[src/rtl/nibble_serializer_if.sv]
// Handshake bundle for nibble_serializer: upstream 32-bit word channel,
// downstream 4-bit nibble channel and a busy flag.
// slave  : the serializer itself.
// master : the environment that offers words and accepts nibbles.
interface nibble_serializer_if;
    // upstream word channel
    logic        word_valid;
    logic        word_ready;
    logic [31:0] word_data;
    logic        msb_first;
    // downstream nibble channel
    logic        nib_valid;
    logic        nib_ready;
    logic [3:0]  nib_data;
    logic [2:0]  nib_idx;
    logic        nib_last;
    // status
    logic        busy;

    modport slave (
        input  word_valid, word_data, msb_first, nib_ready,
        output word_ready, nib_valid, nib_data, nib_idx, nib_last, busy
    );

    modport master (
        output word_valid, word_data, msb_first, nib_ready,
        input  word_ready, nib_valid, nib_data, nib_idx, nib_last, busy
    );
endinterface

[src/rtl/nibble_serializer.sv]
// nibble_serializer: accepts a 32-bit word and emits it as eight 4-bit
// nibbles, LSB-first or MSB-first as selected with the word. The nibble
// order and data are latched at the word transfer, so later changes on
// word_data/msb_first never disturb the word in flight.
//
// Build option NIBBLE_SER_PRELOAD_EN: adds a one-word preload register so
// the next word can be accepted while the current one shifts out and then
// starts with no bubble (8 cycles per word instead of 9).
module nibble_serializer (
    input  logic                  clk,
    input  logic                  rst,
    nibble_serializer_if.slave    bus
);

    typedef enum logic {
        IDLE  = 1'b0,
        SHIFT = 1'b1
    } state_t;

    // Active word registers
    state_t      state_q, state_d;
    logic [31:0] word_q,  word_d;
    logic        msb_q,   msb_d;
    logic [2:0]  idx_q,   idx_d;

    // Handshake decode
    logic        word_rdy;
    logic        word_xfer;
    logic        nib_xfer;
    logic        at_last;

`ifdef NIBBLE_SER_PRELOAD_EN
    // Preload (held) word
    logic        pre_vld_q,  pre_vld_d;
    logic [31:0] pre_word_q, pre_word_d;
    logic        pre_msb_q,  pre_msb_d;

    // Ready whenever there is room to hold one more word
    assign word_rdy = !pre_vld_q;
`else
    // Without a preload slot, a word can only be taken when nothing shifts
    assign word_rdy = (state_q == IDLE);
`endif

    // Last nibble of the word is index 0 going down, index 7 going up
    assign at_last   = msb_q ? (idx_q == 3'd0) : (idx_q == 3'd7);
    assign word_xfer = bus.word_valid && word_rdy;
    assign nib_xfer  = (state_q == SHIFT) && bus.nib_ready;

    // Drive outputs; nibble fields are forced to zero outside SHIFT
    always_comb begin
        bus.word_ready = word_rdy;
        bus.nib_valid  = (state_q == SHIFT);
        bus.busy       = (state_q == SHIFT);
        bus.nib_data   = 4'd0;
        bus.nib_idx    = 3'd0;
        bus.nib_last   = 1'b0;
        if (state_q == SHIFT) begin
            bus.nib_data = word_q[{idx_q, 2'b00} +: 4];
            bus.nib_idx  = idx_q;
            bus.nib_last = at_last;
        end
    end

    // Next-state: load words, step the nibble index, chain into held word
    always_comb begin
        state_d = state_q;
        word_d  = word_q;
        msb_d   = msb_q;
        idx_d   = idx_q;
`ifdef NIBBLE_SER_PRELOAD_EN
        pre_vld_d  = pre_vld_q;
        pre_word_d = pre_word_q;
        pre_msb_d  = pre_msb_q;
`endif
        case (state_q)
            IDLE: begin
                if (word_xfer) begin
                    state_d = SHIFT;
                    word_d  = bus.word_data;
                    msb_d   = bus.msb_first;
                    idx_d   = bus.msb_first ? 3'd7 : 3'd0;
                end
            end
            SHIFT: begin
                if (nib_xfer && at_last) begin
`ifdef NIBBLE_SER_PRELOAD_EN
                    if (pre_vld_q) begin
                        // Held word becomes active with no idle cycle
                        pre_vld_d = 1'b0;
                        word_d    = pre_word_q;
                        msb_d     = pre_msb_q;
                        idx_d     = pre_msb_q ? 3'd7 : 3'd0;
                    end else if (word_xfer) begin
                        // Word arriving on the last-nibble edge goes straight in
                        word_d = bus.word_data;
                        msb_d  = bus.msb_first;
                        idx_d  = bus.msb_first ? 3'd7 : 3'd0;
                    end else begin
                        state_d = IDLE;
                    end
`else
                    state_d = IDLE;
`endif
                end else begin
                    if (nib_xfer) begin
                        idx_d = msb_q ? (idx_q - 3'd1) : (idx_q + 3'd1);
                    end
`ifdef NIBBLE_SER_PRELOAD_EN
                    // Word accepted mid-shift parks in the preload slot
                    if (word_xfer) begin
                        pre_vld_d  = 1'b1;
                        pre_word_d = bus.word_data;
                        pre_msb_d  = bus.msb_first;
                    end
`endif
                end
            end
            default: state_d = IDLE;
        endcase
    end

    // State registers; reset drops any active and held word
    always_ff @(posedge clk or posedge rst) begin
        if (rst) begin
            state_q <= IDLE;
            word_q  <= 32'd0;
            msb_q   <= 1'b0;
            idx_q   <= 3'd0;
        end else begin
            state_q <= state_d;
            word_q  <= word_d;
            msb_q   <= msb_d;
            idx_q   <= idx_d;
        end
    end

`ifdef NIBBLE_SER_PRELOAD_EN
    // Preload registers
    always_ff @(posedge clk or posedge rst) begin
        if (rst) begin
            pre_vld_q  <= 1'b0;
            pre_word_q <= 32'd0;
            pre_msb_q  <= 1'b0;
        end else begin
            pre_vld_q  <= pre_vld_d;
            pre_word_q <= pre_word_d;
            pre_msb_q  <= pre_msb_d;
        end
    end
`endif

endmodule

[src/flat_wrapper.sv]
// flat-port wrapper written by rule: the top's interface ports become plain ports
module nibble_serializer_flat 
  (clk, rst, bus_word_valid, bus_word_data, bus_msb_first, bus_nib_ready, bus_word_ready, bus_nib_valid, bus_nib_data, bus_nib_idx, bus_nib_last, bus_busy);
  nibble_serializer_if bus_i ();
  input  logic clk;
  input  logic rst;
  input wire logic [$bits(bus_i.word_valid)-1:0] bus_word_valid;
  input wire logic [$bits(bus_i.word_data)-1:0] bus_word_data;
  input wire logic [$bits(bus_i.msb_first)-1:0] bus_msb_first;
  input wire logic [$bits(bus_i.nib_ready)-1:0] bus_nib_ready;
  output wire logic [$bits(bus_i.word_ready)-1:0] bus_word_ready;
  output wire logic [$bits(bus_i.nib_valid)-1:0] bus_nib_valid;
  output wire logic [$bits(bus_i.nib_data)-1:0] bus_nib_data;
  output wire logic [$bits(bus_i.nib_idx)-1:0] bus_nib_idx;
  output wire logic [$bits(bus_i.nib_last)-1:0] bus_nib_last;
  output wire logic [$bits(bus_i.busy)-1:0] bus_busy;
  assign bus_i.word_valid = bus_word_valid;
  assign bus_i.word_data = bus_word_data;
  assign bus_i.msb_first = bus_msb_first;
  assign bus_i.nib_ready = bus_nib_ready;
  assign bus_word_ready = bus_i.word_ready;
  assign bus_nib_valid = bus_i.nib_valid;
  assign bus_nib_data = bus_i.nib_data;
  assign bus_nib_idx = bus_i.nib_idx;
  assign bus_nib_last = bus_i.nib_last;
  assign bus_busy = bus_i.busy;
  nibble_serializer u_core (.clk(clk), .rst(rst), .bus(bus_i));
endmodule
[config.mk]
export PLATFORM = sky130hd
export DESIGN_NAME = nibble_serializer_flat
export DESIGN_NICKNAME = d
export VERILOG_FILES = /design/src/rtl/nibble_serializer_if.sv /design/src/rtl/nibble_serializer.sv /design/src/flat_wrapper.sv
export SDC_FILE = /design/constraint.sdc
export NUM_CORES = 1
export LEC_CHECK = 0
export BUFFER_PORTS_ARGS = -buffer_cell sky130_fd_sc_hd__buf_2
export CORE_MARGIN = 2
export CORE_UTILIZATION = 56
export CTS_BUF_LIST = sky130_fd_sc_hd__clkbuf_4 sky130_fd_sc_hd__clkbuf_8 sky130_fd_sc_hd__clkbuf_16
export CTS_CLUSTER_SIZE = 14
export DETAILED_ROUTE_END_ITERATION = 7
export PLACE_DENSITY_LB_ADDON = 0.05
export SYNTH_ARGS = -nofsm -noshare
export SYNTH_HDL_FRONTEND = slang
export SYNTH_SLANG_ARGS = --single-unit
[constraint.sdc]
create_clock -name clk -period 5.45 [get_ports clk]
set_input_delay 0.545 -clock clk [delete_from_list [all_inputs] [get_ports clk]]
set_output_delay 0.545 -clock clk [all_outputs]
set_load 0.005 [all_outputs]
== Word level (Yosys, flattened, before mapping) ==
Cells that the tools add are included.
Word-level totals
  memories kept: 0
  bits in latches: 0
  RAM bits: 0
  input bits: 37
  memory bits (read-only): 0
  output and inout bits: 11
  bits in registers: 37
  word-level logic and storage cells: 31
Cells by class
  div/mod/pow operators: 0
  order comparisons: 0
  shift operators: 1
  multiply operators: 0
  equal/unequal tests: 4
  add/sub/neg operators: 2
  mux-type cells: 13
  bitwise logic cells: 1
  reduce and logical (&&, ||, !) cells: 6
Operators by type and width (count)
  32-bit by 6-bit variable part select with 4-bit output: 1
  3-bit 2-to-1 mux: 6
  2-bit inequality test (second input constant): 3
  3-bit one-hot mux with 2 select lines: 1
  1-bit 2-to-1 mux: 4
  4-bit 2-to-1 mux: 1
  3-bit by 1-bit adder with 3-bit output (second input constant): 1
  3-bit == test (second input constant): 1
  1-bit logical AND: 3
  3-bit zero test: 1
  3-bit AND reduction: 1
  3-bit by 1-bit subtractor with 3-bit output (second input constant): 1
  1-bit one-hot mux with 2 select lines: 1
  2-bit AND reduction: 1
  1-bit inverter: 1

== Depth between registers and ports, before layout ==
Gate-level depths: netlist of run 1.
  depth after elaboration: 5
  gate-level depth with buffers: 6
  gate-level depth less buffers: 5

== Worst setup path before layout of run 1 ==
No wires, ideal clock.
  path type: flip-flop to flip-flop
  start: register u_core.idx_q[0]
  end: register u_core.idx_q[2]
  buffers on the path: 1
  cell stages (with the launch flop): 7
  path slack: 3619 ps
  required time: 5339 ps
  setup time: 111 ps
  arrival: 1720 ps
  period minus slack after synthesis: 1831 ps
  path through: dfrtp_1 -> clkbuf_8 -> inv_1 -> fa_1 -> xnor2_1 -> and3_2 -> a222oi_1
Between the ends
  word-level cells in the longest chain between the ends: 5
  elaborated cells on any way between the ends: 12
  those cells by class: add/sub: 2; eq/ne: 2; mux: 5; reduce/logical: 3
Ends and longest elaborated chain
  start: declaration: RTL line nibble_serializer.sv:24  | logic [2:0] idx_q, idx_d;
  start signal: assignment: RTL line nibble_serializer.sv:134  | idx_q <= idx_d;
  3-bit by 1-bit adder with 3-bit output, or another cell as far along: RTL line nibble_serializer.sv:107  | idx_d = msb_q ? (idx_q - 3'd1) : (idx_q + 3'd1);
  3-bit 2-to-1 mux or 1-bit 2-to-1 mux (tied branches): RTL line nibble_serializer.sv:107, nibble_serializer.sv:46
  3-bit 2-to-1 mux or 1-bit logical AND (tied branches): RTL line nibble_serializer.sv:106, nibble_serializer.sv:86
  3-bit 2-to-1 mux or 2-bit inequality test (tied branches)
  3-bit one-hot mux with 2 select lines or 3-bit AND reduction (tied branches)
Parallel ways exist; a longest one is shown, timed or not. The select of a mux whose other input is x is not followed.
A chain may end at the register's enable or synchronous reset.

== Final worst setup path of run 1 ==
  start: register u_core.idx_q[0]
  end: output bus_nib_data[1]
Between the ends
  word-level cells in the longest chain between the ends: 2
Ends and longest elaborated chain
  32-bit by 6-bit variable part select with 4-bit output: RTL line nibble_serializer.sv:59  | bus.nib_data = word_q[{idx_q, 2'b00} +: 4];
  4-bit 2-to-1 mux: RTL line nibble_serializer.sv:58  | if (state_q == SHIFT) begin
  end: declaration: RTL line flat_wrapper.sv:13  | output wire logic [$bits(bus_i.nib_data)-1:0] bus_nib_data;
Every way passes these cells.

==> flow_metrics.py, run 1 <==
metrics = {
    "status": {
        "run_status": "finished clean",
    },
    "cts": {
        "cts_tree": "built",
        "clk_latency_ps": 340,
        "cts_sinks": 37,
        "cts.repair.resized": 0,
        "htreeDepth": 2,
        "cts-buffers-inserted": 5,
        "clk_path_buf_depth": 2,
        "clkSlewWorstSetupHoldPaths_ps": 110,
        "cts-root-buf": "sky130_fd_sc_hd__clkbuf_4",
        "cts.hold.buffers_added": 0,
        "post_cts.repair.setup_buffers": 0,
    },
    "yosys": {
        "synth-seq-area-share_pct": 51.1,
        "synth_edf_count": 0,
        "async_flop_share_pct": 100,
        "synth-xor-area-share_pct": 0.484,
        "yosys_warnings": 0,
        "post-synth-top-area-cell": "sky130_fd_sc_hd__dfrtp_1",
        "distinct_cell_type_count_of_the_synthesized_netlist": 29,
        "syn-instance-count": 129,
        "synthesis.nets": 167,
        "synthesis.area_um2": 1810,
        "muxShareOfSynthArea_pct": 30.3,
        "synth_top_family_by_area": "multiplexers",
        "synth_fa_ha_area_share_pct": 1.11,
        "postSynth.topFlopCell": "sky130_fd_sc_hd__dfrtp_1",
        "synthesis.area_per_instance_um2": 14.0,
        "netlist_top_cells_area": "sky130_fd_sc_hd__dfrtp_1 51%, sky130_fd_sc_hd__mux2_2 20%, sky130_fd_sc_hd__mux4_2 7.5%",
        "synth_compound_area_share_pct": 4.08,
        "synth_seq_cells": 37,
        "post_synth_and_or_nand_nor_area_fraction_pct": 7.33,
        "yosysTopAreaCellShare_pct": 51.1,
    },
    "global_routing": {
        "gr-total-overflow": 0,
        "grt_first_pass_wirelength_um": 5530,
        "grt_start_max_net_pins": 39,
        "vias_in_the_first_global_route": 1225,
        "grt_antenna_before_repair": 0,
        "total_global_routing_track_utilization_pct": 21.0,
    },
    "sta": {
        "grt_setup_unrepaired": "false",
        "summed_negative_setup_slack_over_all_endpoints_ps": 0,
        "fin_crit_sh_pct": 47.4,
        "timing.max_slew.rel_slack_pct": 34.2,
        "max_slew.worst_pin.slew_ps": 984,
        "timing.fmax_mhz": 387,
        "hold_viol": 0,
        "finalWorstPathRequiredPeriod_ps": 2590,
        "final-max-slew-violation-count": 0,
        "finalSetupViolCount": 0,
        "worst_clock_skew_ps": 13.8,
    },
    "critical_path": {
        "end_kind": "output pin",
        "startpoint_type": "register",
        "worstRegToRegCells": 5,
        "criticalPathCategory": "register to output pin",
        "worst_endpoint_data_arrival_time_ps": 2040,
        "ff2ff_setup_slack_ps": 3290,
        "worst_ep_required_time_ps": 4910,
        "crit-reg2reg-capture": "u_core.idx_q[2]$_DFFE_PP0P_",
        "critPathMaxFanout": 14,
        "worstReg2RegStart": "u_core.idx_q[0]$_DFFE_PP0P_",
    },
    "die": {
        "chipHeight_um": 60.9,
        "die_area_um2": 3700,
        "die_x_um": 60.9,
        "coreArea_um2": 3050,
        "rows": 20,
        "starting_utilization_of_the_core_area_pct": 59.3,
        "io_pins": 48,
    },
    "finish": {
        "nNetsFinal": 214,
        "layout_commonest_cell": "sky130_fd_sc_hd__buf_2",
        "p_r_area_growth_vs_syn_pct": 15.8,
        "drive_above_1_share_pct": 55.4,
        "finish.instance_area_um2": 2100,
        "layout.cells.most_common_list": "47 x sky130_fd_sc_hd__buf_2, 37 x sky130_fd_sc_hd__dfrtp_1, 32 x sky130_fd_sc_hd__mux2_2",
        "antenna_cells": 0,
    },
    "pwr": {
        "comb_power_share_pct": 43.4,
        "sw_frac_of_total_pct": 33.7,
        "total_switching_power_mw": 0.402,
        "intPower_mw": 0.791,
        "report.power.total_mw": 1.19,
        "power_per_unit_of_standard_cell_area_nw_per_um2": 569,
        "peakVddDrop_mv": 0.281,
        "power_leakage_nw": 0.980,
        "share_seq_of_total_power_pct": 44.5,
        "clock_power_share_pct": 12.1,
    },
    "worst_hold_path": {
        "hold_path_class": "primary input to async pin",
    },
    "detailed_routing": {
        "detail_route.iter0.violations": 43,
        "routed_wire_length_per_instance_um": 15.4,
        "vias": 1188,
        "postRouteAntennaNets": 0,
        "post_drt_via_cell_ratio": 5.38,
        "post_route_wl_um": 3410,
        "detailedRoute.firstPassIterationCount": 4,
        "route.detailed.drc": 0,
    },
    "placement": {
        "place.gp.congestion": 0.760,
        "io_buffer_count": 47,
        "dpl_cell_area_um2": 2040,
    },
    "run": {
        "maxCapViolations": 0,
    },
}
worst max path at each step:
stage,start,slack (ps),end,cells past startpoint
finish,u_core.idx_q[0]$_DFFE_PP0P_,2860,bus_nib_data[1],4
global route,u_core.idx_q[0]$_DFFE_PP0P_,2730,bus_nib_data[0],4
CTS,u_core.idx_q[0]$_DFFE_PP0P_,2830,bus_nib_data[1],4
detailed placement,u_core.idx_q[0]$_DFFE_PP0P_,3220,bus_nib_data[1],4
global placement,u_core.idx_q[0]$_DFFE_PP0P_,3260,bus_nib_data[0],4
floorplan,u_core.idx_q[0]$_DFFE_PP0P_,3620,u_core.idx_q[2]$_DFFE_PP0P_,6
metrics by stage:
stage	hold WS [ps]	setup WS, ps	utilization (%)	cells
2_1_floorplan	472	3620	-	129
3_3_place_gp	485	3260	66.8	213
3_5_place_dp	492	3220	66.8	213
4_1_cts	304	2830	68.6	221
5_1_grt	320	2730	68.6	221
6_report	283	2860	68.6	221
cell type report:
type                            instances  area [µm²]
Clock buffer                            6        45.0
Tap cell                               44        55.1
Clock inverter                          2        10.0
Multi-Input combinational cell         77         791
Fill cell                             248         957
Timing Repair Buffer                   48         243
Inverter                                7        26.3
Sequential cell                        37         926
power by group through the flow:
stage	Combinational, mW	Sequential [mW]	Clock (mW)
floorplan	0.446	0.476	0
global placement	0.500	0.528	0
detailed placement	0.522	0.538	0
CTS	0.524	0.532	0.145
global route	0.571	0.550	0.158
finish	0.518	0.530	0.145
synth_stat cells, drive strengths merged (2+ instances only):
cell	instances
clkbuf	5
nor2	4
nand4b	2
buf	3
a211oi	3
mux2	32
mux4	8
nand2	10
a21oi	4
dfrtp	37
and2	3
inv	6
state kept, by name, indices dropped and copies added (netlist names):
signal / flops
u_core.word_q: 32
u_core.idx_q: 3
u_core.bus.busy: 1
u_core.msb_q: 1
critical path, cell delays in order (launching register included):
cell and delay (ps):
sky130_fd_sc_hd__dfrtp_1 760, sky130_fd_sc_hd__mux4_1 640, sky130_fd_sc_hd__nand2_1 80, sky130_fd_sc_hd__a21oi_1 80, sky130_fd_sc_hd__buf_2 130
kinds of logic after synthesis:
| family | Yosys count |
|---|---|
| adder cells (fa/ha/maj) | 1 |
| AO/OA/AOI/OAI | 11 |
| XOR/XNOR | 1 |
| multiplexers | 40 |
| AND/OR/NAND/NOR | 24 |
| flip-flops | 37 |
| buffers and inverters | 15 |
routing by layer:
layer	GRT usage [%]	wire length, µm	up-vias
li1	-	-	558
met1	26.1	1510	582
met2	35.0	1670	42
met3	5.54	192	6
met4	8.39	38	0
met5	0	0	-
Power figures use the tool's default switching activity.
==> run 2: changes to the inputs <==
Settings changed: CORE_UTILIZATION 56 to 52.
Clock period 5.45 ns to 2.5 ns, I/O delays scaled along.
==> run 2 against run 1 <==
Combinational power increased by 130%. Design area grew 2.0%. Critical endpoint is now bus_nib_last. Cell count grew 2.3%. First-iteration DRC count rose by 60%. Die area grew 7.2%. Sequential share of layout area decreased by 0.88 points. Clock-buffer cell count rose by 2. Sequential power rose by 120%. Setup slack worse by 2600 ps. Critical path depth rose by 1. Via count grew 0.76%. Power is 120% higher. Largest cell class unchanged.
==> flow_metrics.py, run 2 (same netlist as run 1, synthesis figures left out) <==
metrics = {
    "global_routing": {
        "grt_start_max_net_pins": 23,
        "gr-total-overflow": 0,
        "total_global_routing_track_utilization_pct": 19.7,
        "grt_busiest_layer": "met2",
        "grt_antenna_before_repair": 0,
        "groute.layer.met2.usage_pct": 34.4,
        "grt_first_pass_wirelength_um": 6020,
        "globalRouteMet3Util_pct": 4.86,
        "met1_usage_pct": 23.6,
        "vias_in_the_first_global_route": 1336,
    },
    "sta": {
        "worst_clock_skew_ps": 6.02,
        "finalWorstPathRequiredPeriod_ps": 2280,
        "hold_slack_ps": 68.2,
        "grt_setup_unrepaired": "false",
        "fin_ws_ps": 223,
        "max_slew.worst_pin.slew_ps": 808,
        "fin_crit_sh_pct": 91.1,
        "final-max-slew-violation-count": 0,
        "finalSetupViolCount": 0,
        "timing.max_slew.rel_slack_pct": 46.1,
        "summed_negative_setup_slack_over_all_endpoints_ps": 0,
        "hold_viol": 0,
        "timing.fmax_mhz": 439,
    },
    "die": {
        "chipHeight_um": 63.0,
        "coreArea_um2": 3340,
        "die_area_um2": 3970,
        "io_pins": 48,
        "rows": 21,
        "starting_utilization_of_the_core_area_pct": 54.3,
        "die_x_um": 63.0,
    },
    "detailed_routing": {
        "post_route_wl_um": 3420,
        "vias": 1197,
        "route.detailed.drc": 0,
        "routed_wire_length_per_instance_um": 15.1,
        "postRouteAntennaNets": 0,
        "detail_route.iter0.violations": 69,
        "post_drt_via_cell_ratio": 5.30,
        "detailedRoute.firstPassIterationCount": 4,
    },
    "cts": {
        "htreeDepth": 2,
        "cts_tree": "built",
        "clkSlewWorstSetupHoldPaths_ps": 100,
        "cts.hold.buffers_added": 0,
        "post_cts.repair.setup_buffers": 0,
        "cts-buffers-inserted": 5,
        "cts.repair.resized": 0,
        "clk_latency_ps": 320,
        "cts-root-buf": "sky130_fd_sc_hd__clkbuf_4",
        "cts_sinks": 37,
        "clk_path_buf_depth": 2,
    },
    "critical_path": {
        "criticalPathCategory": "register to output pin",
        "end_kind": "output pin",
        "worst_endpoint_data_arrival_time_ps": 2030,
        "worst_ep_required_time_ps": 2250,
        "startpoint_type": "register",
        "critPathMaxFanout": 8,
    },
    "pwr": {
        "power_per_unit_of_standard_cell_area_nw_per_um2": 1240,
        "power_leakage_nw": 0.999,
        "peakVddDrop_mv": 0.557,
    },
    "placement": {
        "io_buffer_count": 47,
        "place.gp.congestion": 0.758,
        "post-place-ws_ps": 568,
        "detailedPlacementHpwl_um": 2570,
        "dpl_cell_area_um2": 2080,
    },
    "finish": {
        "reg.largest.list": "u_core.word_q: 32 flops, u_core.idx_q: 3 flops",
        "antenna_cells": 0,
        "p_r_area_growth_vs_syn_pct": 18.1,
        "nNetsFinal": 217,
        "finish.instance_area_um2": 2140,
        "layout.cells.most_common_list": "47 x sky130_fd_sc_hd__buf_2, 37 x sky130_fd_sc_hd__dfrtp_1, 32 x sky130_fd_sc_hd__mux2_2",
        "drive_above_1_share_pct": 56.1,
        "top_register": "u_core.word_q",
        "layout_commonest_cell": "sky130_fd_sc_hd__buf_2",
        "largest_reg_flops": 32,
    },
    "status": {
        "run_status": "finished clean",
    },
    "worst_hold_path": {
        "hold_path_class": "primary input to async pin",
    },
    "run": {
        "maxCapViolations": 0,
    },
}
[run 2: cell types whose count changed in the layout (fill, tap and decap cells not counted), sizes merged]
cell    before  now
buf         48   51
clkbuf       6    8
clkinv       3    1
[run 2: final cells by class]
class                   instances  area, µm²
repair buffers                 51        278
well taps                      46       57.6
inverters                       7       26.3
multi-input cells              77        791
clock buffers                   8       60.1
fillers                       279       1200
flip-flops and latches         37        926
[run 2: metrics by stage]
step	power [mW]	std cells	util, %
floorplan	2.01	129	-
finish	2.65	226	64.1
global route	2.86	226	64.1
global placement	2.29	218	62.3
CTS	2.68	226	64.1
detailed placement	2.35	218	62.3
[run 2: per-layer routing]
layer | wire length [µm] | vias up | part of all wire [%]
met3 | 173 | 2 | 5.1
li1 | - | 572 | -
met5 | 0 | - | 0
met2 | 1770 | 32 | 52
met4 | 18 | 0 | 0.53
met1 | 1460 | 591 | 43
[run 2: power breakdown]
group          internal [mW]  switching [mW]
Clock                  0.145           0.175
Combinational          0.733           0.459
Sequential             0.900           0.236
Total                   1.78           0.870
[run 2: worst max-delay path: stages, from the launching register on]
cell and delay, ps:
sky130_fd_sc_hd__dfrtp_1 530, sky130_fd_sc_hd__buf_4 240, sky130_fd_sc_hd__or4b_4 550, sky130_fd_sc_hd__and2_4 190, sky130_fd_sc_hd__nor2_1 70, sky130_fd_sc_hd__buf_2 120
[run 2: worst paths after layout]
path                                               startpoint                             to  slack, ps  depth (start not counted)
worst min register to register  u_core.word_q[29]$_DFFE_PP0P_  u_core.word_q[29]$_DFFE_PP0P_        510                          1
max in group asynchronous                                 rst  u_core.word_q[20]$_DFFE_PP0P_       1800                          3
worst max register to register    u_core.idx_q[0]$_DFFE_PP0P_    u_core.idx_q[2]$_DFFE_PP0P_        550                          5
min in group clk                            bus_word_data[27]  u_core.word_q[27]$_DFFE_PP0P_        150                          2
worst max-delay path              u_core.idx_q[0]$_DFFE_PP0P_                   bus_nib_last        220                          5
worst min-delay path                                      rst       u_core.msb_q$_DFFE_PP0P_         70                          2
